`config.mk`:
```
export PLATFORM = sky130hd
export DESIGN_NAME = csr_counter64
export DESIGN_NICKNAME = d
export VERILOG_FILES = /design/src/rtl/csr_pkg.sv /design/src/rtl/csr_handshake.sv /design/src/rtl/csr_counter64.sv
export SDC_FILE = /design/constraint.sdc
export NUM_CORES = 1
export LEC_CHECK = 0
export CAP_MARGIN = 15
export CORE_MARGIN = 2
export CORE_UTILIZATION = 48
export CTS_CLUSTER_SIZE = 10
export DETAILED_ROUTE_END_ITERATION = 10
export GPL_ROUTABILITY_DRIVEN = 0
export HOLD_SLACK_MARGIN = 0.08
export PLACE_DENSITY = 0.75
export SLEW_MARGIN = 30
export SYNTH_ARGS = -nofsm -noshare
export SYNTH_HDL_FRONTEND = slang
export SYNTH_SLANG_ARGS = --single-unit
```
`constraint.sdc`:
```
create_clock -name clk -period 2.1 [get_ports clk]
set_input_delay 0.21 -clock clk [delete_from_list [all_inputs] [get_ports clk]]
set_output_delay 0.21 -clock clk [all_outputs]
set_load 0.005 [all_outputs]
```
`src/rtl/csr_pkg.sv`:
```
// Shared CSR slave definitions: handshake state encoding, half-select codes, and a half-merge helper.
// No logic of its own; no latency.
// No flow control here; the slaves that import it carry the backpressure.
package csr_pkg;

  // Handshake FSM encoding shared by every CSR slave.
  typedef enum logic [1:0] {
    CSR_IDLE = 2'd0,
    CSR_ACK  = 2'd1,
    CSR_HOLD = 2'd2
  } csr_state_t;

  // Half select on the 32-bit CSR bus.
  localparam logic CSR_SEL_LO = 1'b0;
  localparam logic CSR_SEL_HI = 1'b1;

  // Replace one 32-bit half of a 64-bit register and keep the other half unchanged.
  function automatic logic [63:0] csr_merge_half(input logic [63:0] cur,
                                                 input logic        half_sel,
                                                 input logic [31:0] wdata);
    logic [63:0] res;
    res = cur;
    if (half_sel == CSR_SEL_HI) begin
      res[63:32] = wdata;
    end else begin
      res[31:0] = wdata;
    end
    return res;
  endfunction

endpackage

```
`src/rtl/csr_handshake.sv`:
```
// CSR slave handshake FSM: turns a level cyc request into one accept pulse and one ack cycle.
// accept is combinational in IDLE; ack is high in the cycle after the accept edge.
// The master holds cyc until ack; the FSM then waits in HOLD for cyc to drop, so one request gives one transaction.
module csr_handshake
  import csr_pkg::*;
(
  input  logic clk,
  input  logic rst,
  input  logic cyc,
  output logic accept,
  output logic ack
);

  csr_state_t state_q;
  csr_state_t state_d;

  // Next-state logic: IDLE -> ACK on request, ACK -> HOLD/IDLE, HOLD -> IDLE once cyc drops.
  always_comb begin
    state_d = state_q;
    unique case (state_q)
      CSR_IDLE: if (cyc)  state_d = CSR_ACK;
      CSR_ACK:  state_d = cyc ? CSR_HOLD : CSR_IDLE;
      CSR_HOLD: if (!cyc) state_d = CSR_IDLE;
      default:  state_d = CSR_IDLE;
    endcase
  end

  // State register; reset drops any pending ack immediately.
  always_ff @(posedge clk or negedge rst) begin
    if (!rst) begin
      state_q <= CSR_IDLE;
    end else begin
      state_q <= state_d;
    end
  end

  // ack is a pure state decode, so asynchronous reset clears it at once.
  assign accept = (state_q == CSR_IDLE) && cyc;
  assign ack    = (state_q == CSR_ACK);

endmodule

```
`src/rtl/csr_counter64.sv`:
```
// 64-bit event counter CSR slave with split lo/hi access and a coherent high-half snapshot.
// Read data and ack appear one cycle after acceptance; count_o reflects an inc one cycle later.
// The master holds cyc until ack; writes take priority over a same-edge increment.
module csr_counter64
  import csr_pkg::*;
#(
  parameter logic [63:0] RESET_VALUE = 64'h0,
  parameter bit          SNAPSHOT_EN = 1'b1
) (
  input  logic        clk,
  input  logic        rst,
  input  logic [31:0] data_i,
  input  logic        wr,
  input  logic        cyc,
  input  logic        sel,
  input  logic        inc,
  input  logic        inhibit,
  output logic [31:0] data_o,
  output logic        ack,
  output logic [63:0] count_o
);

  logic        accept;
  logic        wr_acc;
  logic        rd_acc;

  logic [63:0] count_q,     count_d;
  logic [31:0] shadow_hi_q, shadow_hi_d;
  logic        shadow_vld_q, shadow_vld_d;
  logic [31:0] rdata_q,     rdata_d;

  csr_handshake u_hs (
    .clk    (clk),
    .rst    (rst),
    .cyc    (cyc),
    .accept (accept),
    .ack    (ack)
  );

  assign wr_acc = accept & wr;
  assign rd_acc = accept & ~wr;

  // Counter update: a software write replaces one half and suppresses that edge's increment.
  always_comb begin
    count_d = count_q;
    if (wr_acc) begin
      count_d = csr_merge_half(count_q, sel, data_i);
    end else if (inc && !inhibit) begin
      count_d = count_q + 64'd1;
    end
  end

  // Snapshot: a lo read captures the high half so the following hi read is coherent.
  always_comb begin
    shadow_hi_d  = shadow_hi_q;
    shadow_vld_d = shadow_vld_q;
    if (wr_acc) begin
      shadow_vld_d = 1'b0;
    end else if (rd_acc) begin
      if (sel == CSR_SEL_HI) begin
        shadow_vld_d = 1'b0;
      end else if (SNAPSHOT_EN) begin
        shadow_hi_d  = count_q[63:32];
        shadow_vld_d = 1'b1;
      end
    end
  end

  // Read mux, sampled from the pre-edge counter value on the acceptance edge.
  always_comb begin
    rdata_d = rdata_q;
    if (rd_acc) begin
      if (sel == CSR_SEL_HI) begin
        rdata_d = shadow_vld_q ? shadow_hi_q : count_q[63:32];
      end else begin
        rdata_d = count_q[31:0];
      end
    end
  end

  // State registers for counter, shadow and read data.
  always_ff @(posedge clk or negedge rst) begin
    if (!rst) begin
      count_q      <= RESET_VALUE;
      shadow_hi_q  <= 32'h0;
      shadow_vld_q <= 1'b0;
      rdata_q      <= 32'h0;
    end else begin
      count_q      <= count_d;
      shadow_hi_q  <= shadow_hi_d;
      shadow_vld_q <= shadow_vld_d;
      rdata_q      <= rdata_d;
    end
  end

  // Read data is only driven while ack is high; ack clears asynchronously on reset.
  assign data_o  = ack ? rdata_q : 32'h0;
  assign count_o = count_q;

endmodule

```
==> reports/qor.yml <==
worst_pin_slew_ns: 0.6451
drcViolationCount: 0
clk_latency_ns: 0.43
overflow: 0
drtIter0Drc: 983
portBuffers: 135
finalSetupViolCount: 1
min_period_ns: 2.101
critPathCaptureType: "flop"
dieArea_um2: 16840
cts_buffers: 17
synth_edf_count: 0
combPwrFrac_pct: 37.9
avgSynthCellArea_um2: 8.597
peakVddDrop_v: 0.0006910
dpl_cell_area_um2: 10120
run_status: "complete, but fails checks"
min_period_over_period_pct: 100.0
reg2reg_depth: 8
min_path_type: "primary input to flop"
post-dp-hpwl_um: 19020
final_cells: 1338
worstSetupPathType: "flop to flop"
clock_sinks: 131
antenna_found_initial: 1
routed_wirelength_um: 26660
synthFlopType: "dfrtp_1"
synth-seq-cells: 131
synth_fp_nets: 923
final-max-slew-violation-count: 0
grt_max_degree: 66
pwr-share-clk_pct: 26.7
grt_pass1_wl_um: 40790
synth.distinct_cells: 55
nets: 1154
cp_max_fo: 5
cts_tree: "done"
wl_per_cell_um: 19.92
grt_pass1_vias: 7618
power_mw: 11.02
ant_nets: 0
start_util_pct: 49.57
ys.warnings.count: 0
violations: "setup timing"
start_kind: "flop"
arrival_ns: 2.41
p_switching_mw: 3.801
rsz0062_at_grt: "yes"
power.density_nw_per_um2: 999.8
final_util_pct: 71.94
die_h_um: 129.8
internal_power_mw: 7.215
finalSetupTns_ns: -0.0006903
core_area_um2: 15310
fin_skew_ns: 0.006520
p_leak_nw: 4.769
cap_violations: 0
yosysSeqAreaShare_pct: 43.18
vias: 8210
cts-htree-levels: 4
final_layout_size_suffix_gt1_share_pct: 23.87
clk_pin_slew_worst_paths_ns: 0.06
via_per_inst: 6.136
ff2ff_setup_slack_ns: -0.0007
ys_async_sr_fraction_pct: 100.0
p_seq_share_pct: 35.4
clockRootBuffer: "clkbuf_16"
place_inst: 1293
holdPathStages: 3
track_usage_pct: 31.50
fmax_mhz: 476.0
rows: 45
final_area_um2: 11020
antenna_cells: 0
syn_inst: 883
io_pins: 136
finalHoldViolCount: 0
swShare_pct: 34.50
slew_headroom_pct: 56.54
synthesis.area_um2: 7591
crit_required_ns: 2.41
post-place-ws_ns: -0.09405
clockBufferDepth: 2
syn_to_final_growth_pct: 45.15
hold_ws_ns: 0.2521
dr.pass1.iters: 6
die_x_um: 129.8
worst_slack_ns: -0.0006903
registers in the layout, summed over array words and instances (netlist names):
signal and flops:
shadow_hi_q 32, shadow_vld_q 1, count_o 64, u_hs.state_q 2, rdata_q 32
repair_timing:
item,4_1_cts,5_1_grt
hold endpoints to repair,29,0
gates resized for setup,7,49
buffers inserted,2,10
endpoints found under the setup margin,41,57
pin swaps,0,8
hold buffers,1,0
path summary, 6_finish.rpt:
kind / start / endpoint
max: count_o[1] / count_o[37]
max in group asynchronous: rst / shadow_hi_q[15]
min: sel / count_o[63]
min in group asynchronous: rst / count_o[8]
max reg2reg: count_o[1] / count_o[37]
min reg2reg: rdata_q[12] / rdata_q[12]
cells in the final DEF (no fill, tap or decap), drive strengths merged, types with 3 or more instances in the layout:
master | Yosys | routed
mux2i | 28 | 28
mux2 | 34 | 34
nor4 | 11 | 11
and3 | 8 | 8
buf | 10 | 148
nor2 | 68 | 68
o21a | 3 | 3
clkbuf | 60 | 19
o31ai | 6 | 6
nand2 | 114 | 114
or3 | 9 | 9
nor3 | 29 | 29
nand3 | 31 | 31
or4 | 6 | 6
o22a | 12 | 12
a21oi | 66 | 66
clkinvlp | 0 | 3
a41oi | 3 | 3
nor2b | 3 | 3
a31oi | 12 | 12
clkinv | 0 | 6
and2 | 36 | 36
o22ai | 16 | 16
dfrtp | 131 | 131
inv | 11 | 13
o211ai | 5 | 5
a31o | 3 | 3
a311oi | 5 | 5
a2bb2oi | 3 | 3
clkdlybuf4s50 | 0 | 116
and4 | 7 | 7
o21ai | 92 | 92
nand4 | 29 | 29
a211oi | 9 | 9
dlymetal6s2s | 0 | 17
layout make-up:
type	count	area, µm²
well taps	211	264.0
fillers	1156	4297
repair buffers	282	2616
clock inverters	13	133.9
multi-input cells	671	4233
clock buffers	19	442.9
inverters	11	41.29
flip-flops and latches	131	3287
layer usage:
| layer | share of wire [%] | track usage, % |
|---|---|---|
| met5 | 0.030 | 0 |
| met4 | 3.9 | 12.14 |
| met3 | 11 | 7.298 |
| met2 | 45 | 48.41 |
| met1 | 40 | 43.61 |
worst max-delay path, stage by stage (launching register included):
cell	delay (ns)
dfrtp_1	0.40
nand4_1	0.18
nor3_2	0.27
buf_4	0.18
nand4_1	0.19
buf_6	0.20
or4_4	0.42
o21ai_2	0.07
a21oi_1	0.08
power by group through the flow:
| stage | combinational, mW | clock, mW | sequential [mW] |
|---|---|---|---|
| after floorplan | 1.71 | 0 | 3.90 |
| after global placement | 3.89 | 0 | 3.86 |
| after detailed placement | 3.96 | 0 | 3.91 |
| after CTS | 4.05 | 2.95 | 3.86 |
| after global routing | 4.51 | 3.06 | 3.98 |
| final | 4.18 | 2.95 | 3.89 |
logic make-up (layout without fill, tap and decap cells):
logic type | Yosys count | after routing | share of synthesized area, %
fa+ha+maj | 1 | 1 | 0.1648
compound gates | 249 | 249 | 19.58
buf+inv | 81 | 325 | 4.220
simple gates | 359 | 359 | 24.11
mux | 62 | 62 | 8.736
flops | 131 | 131 | 43.18
synth_stat cells, types with 7 or more instances:
cell type | number | area [µm²]
mux2i_1 | 28 | 280.3
a21oi_1 | 66 | 330.3
nand2_1 | 114 | 427.9
inv_1 | 11 | 41.29
nand3_1 | 31 | 155.2
nor3_1 | 28 | 140.1
o21ai_0 | 92 | 460.4
or3_1 | 9 | 56.30
a31oi_1 | 12 | 75.07
clkbuf_1 | 57 | 214.0
o22a_1 | 12 | 105.1
buf_2 | 7 | 35.03
nor2_1 | 68 | 255.2
nand4_1 | 24 | 150.1
o22ai_1 | 16 | 100.1
and3_1 | 8 | 50.05
and2_1 | 36 | 225.2
nor4_1 | 10 | 62.56
mux2_2 | 34 | 382.9
a211oi_1 | 9 | 67.56
dfrtp_1 | 131 | 3278
(Power assumes the default switching activity.)
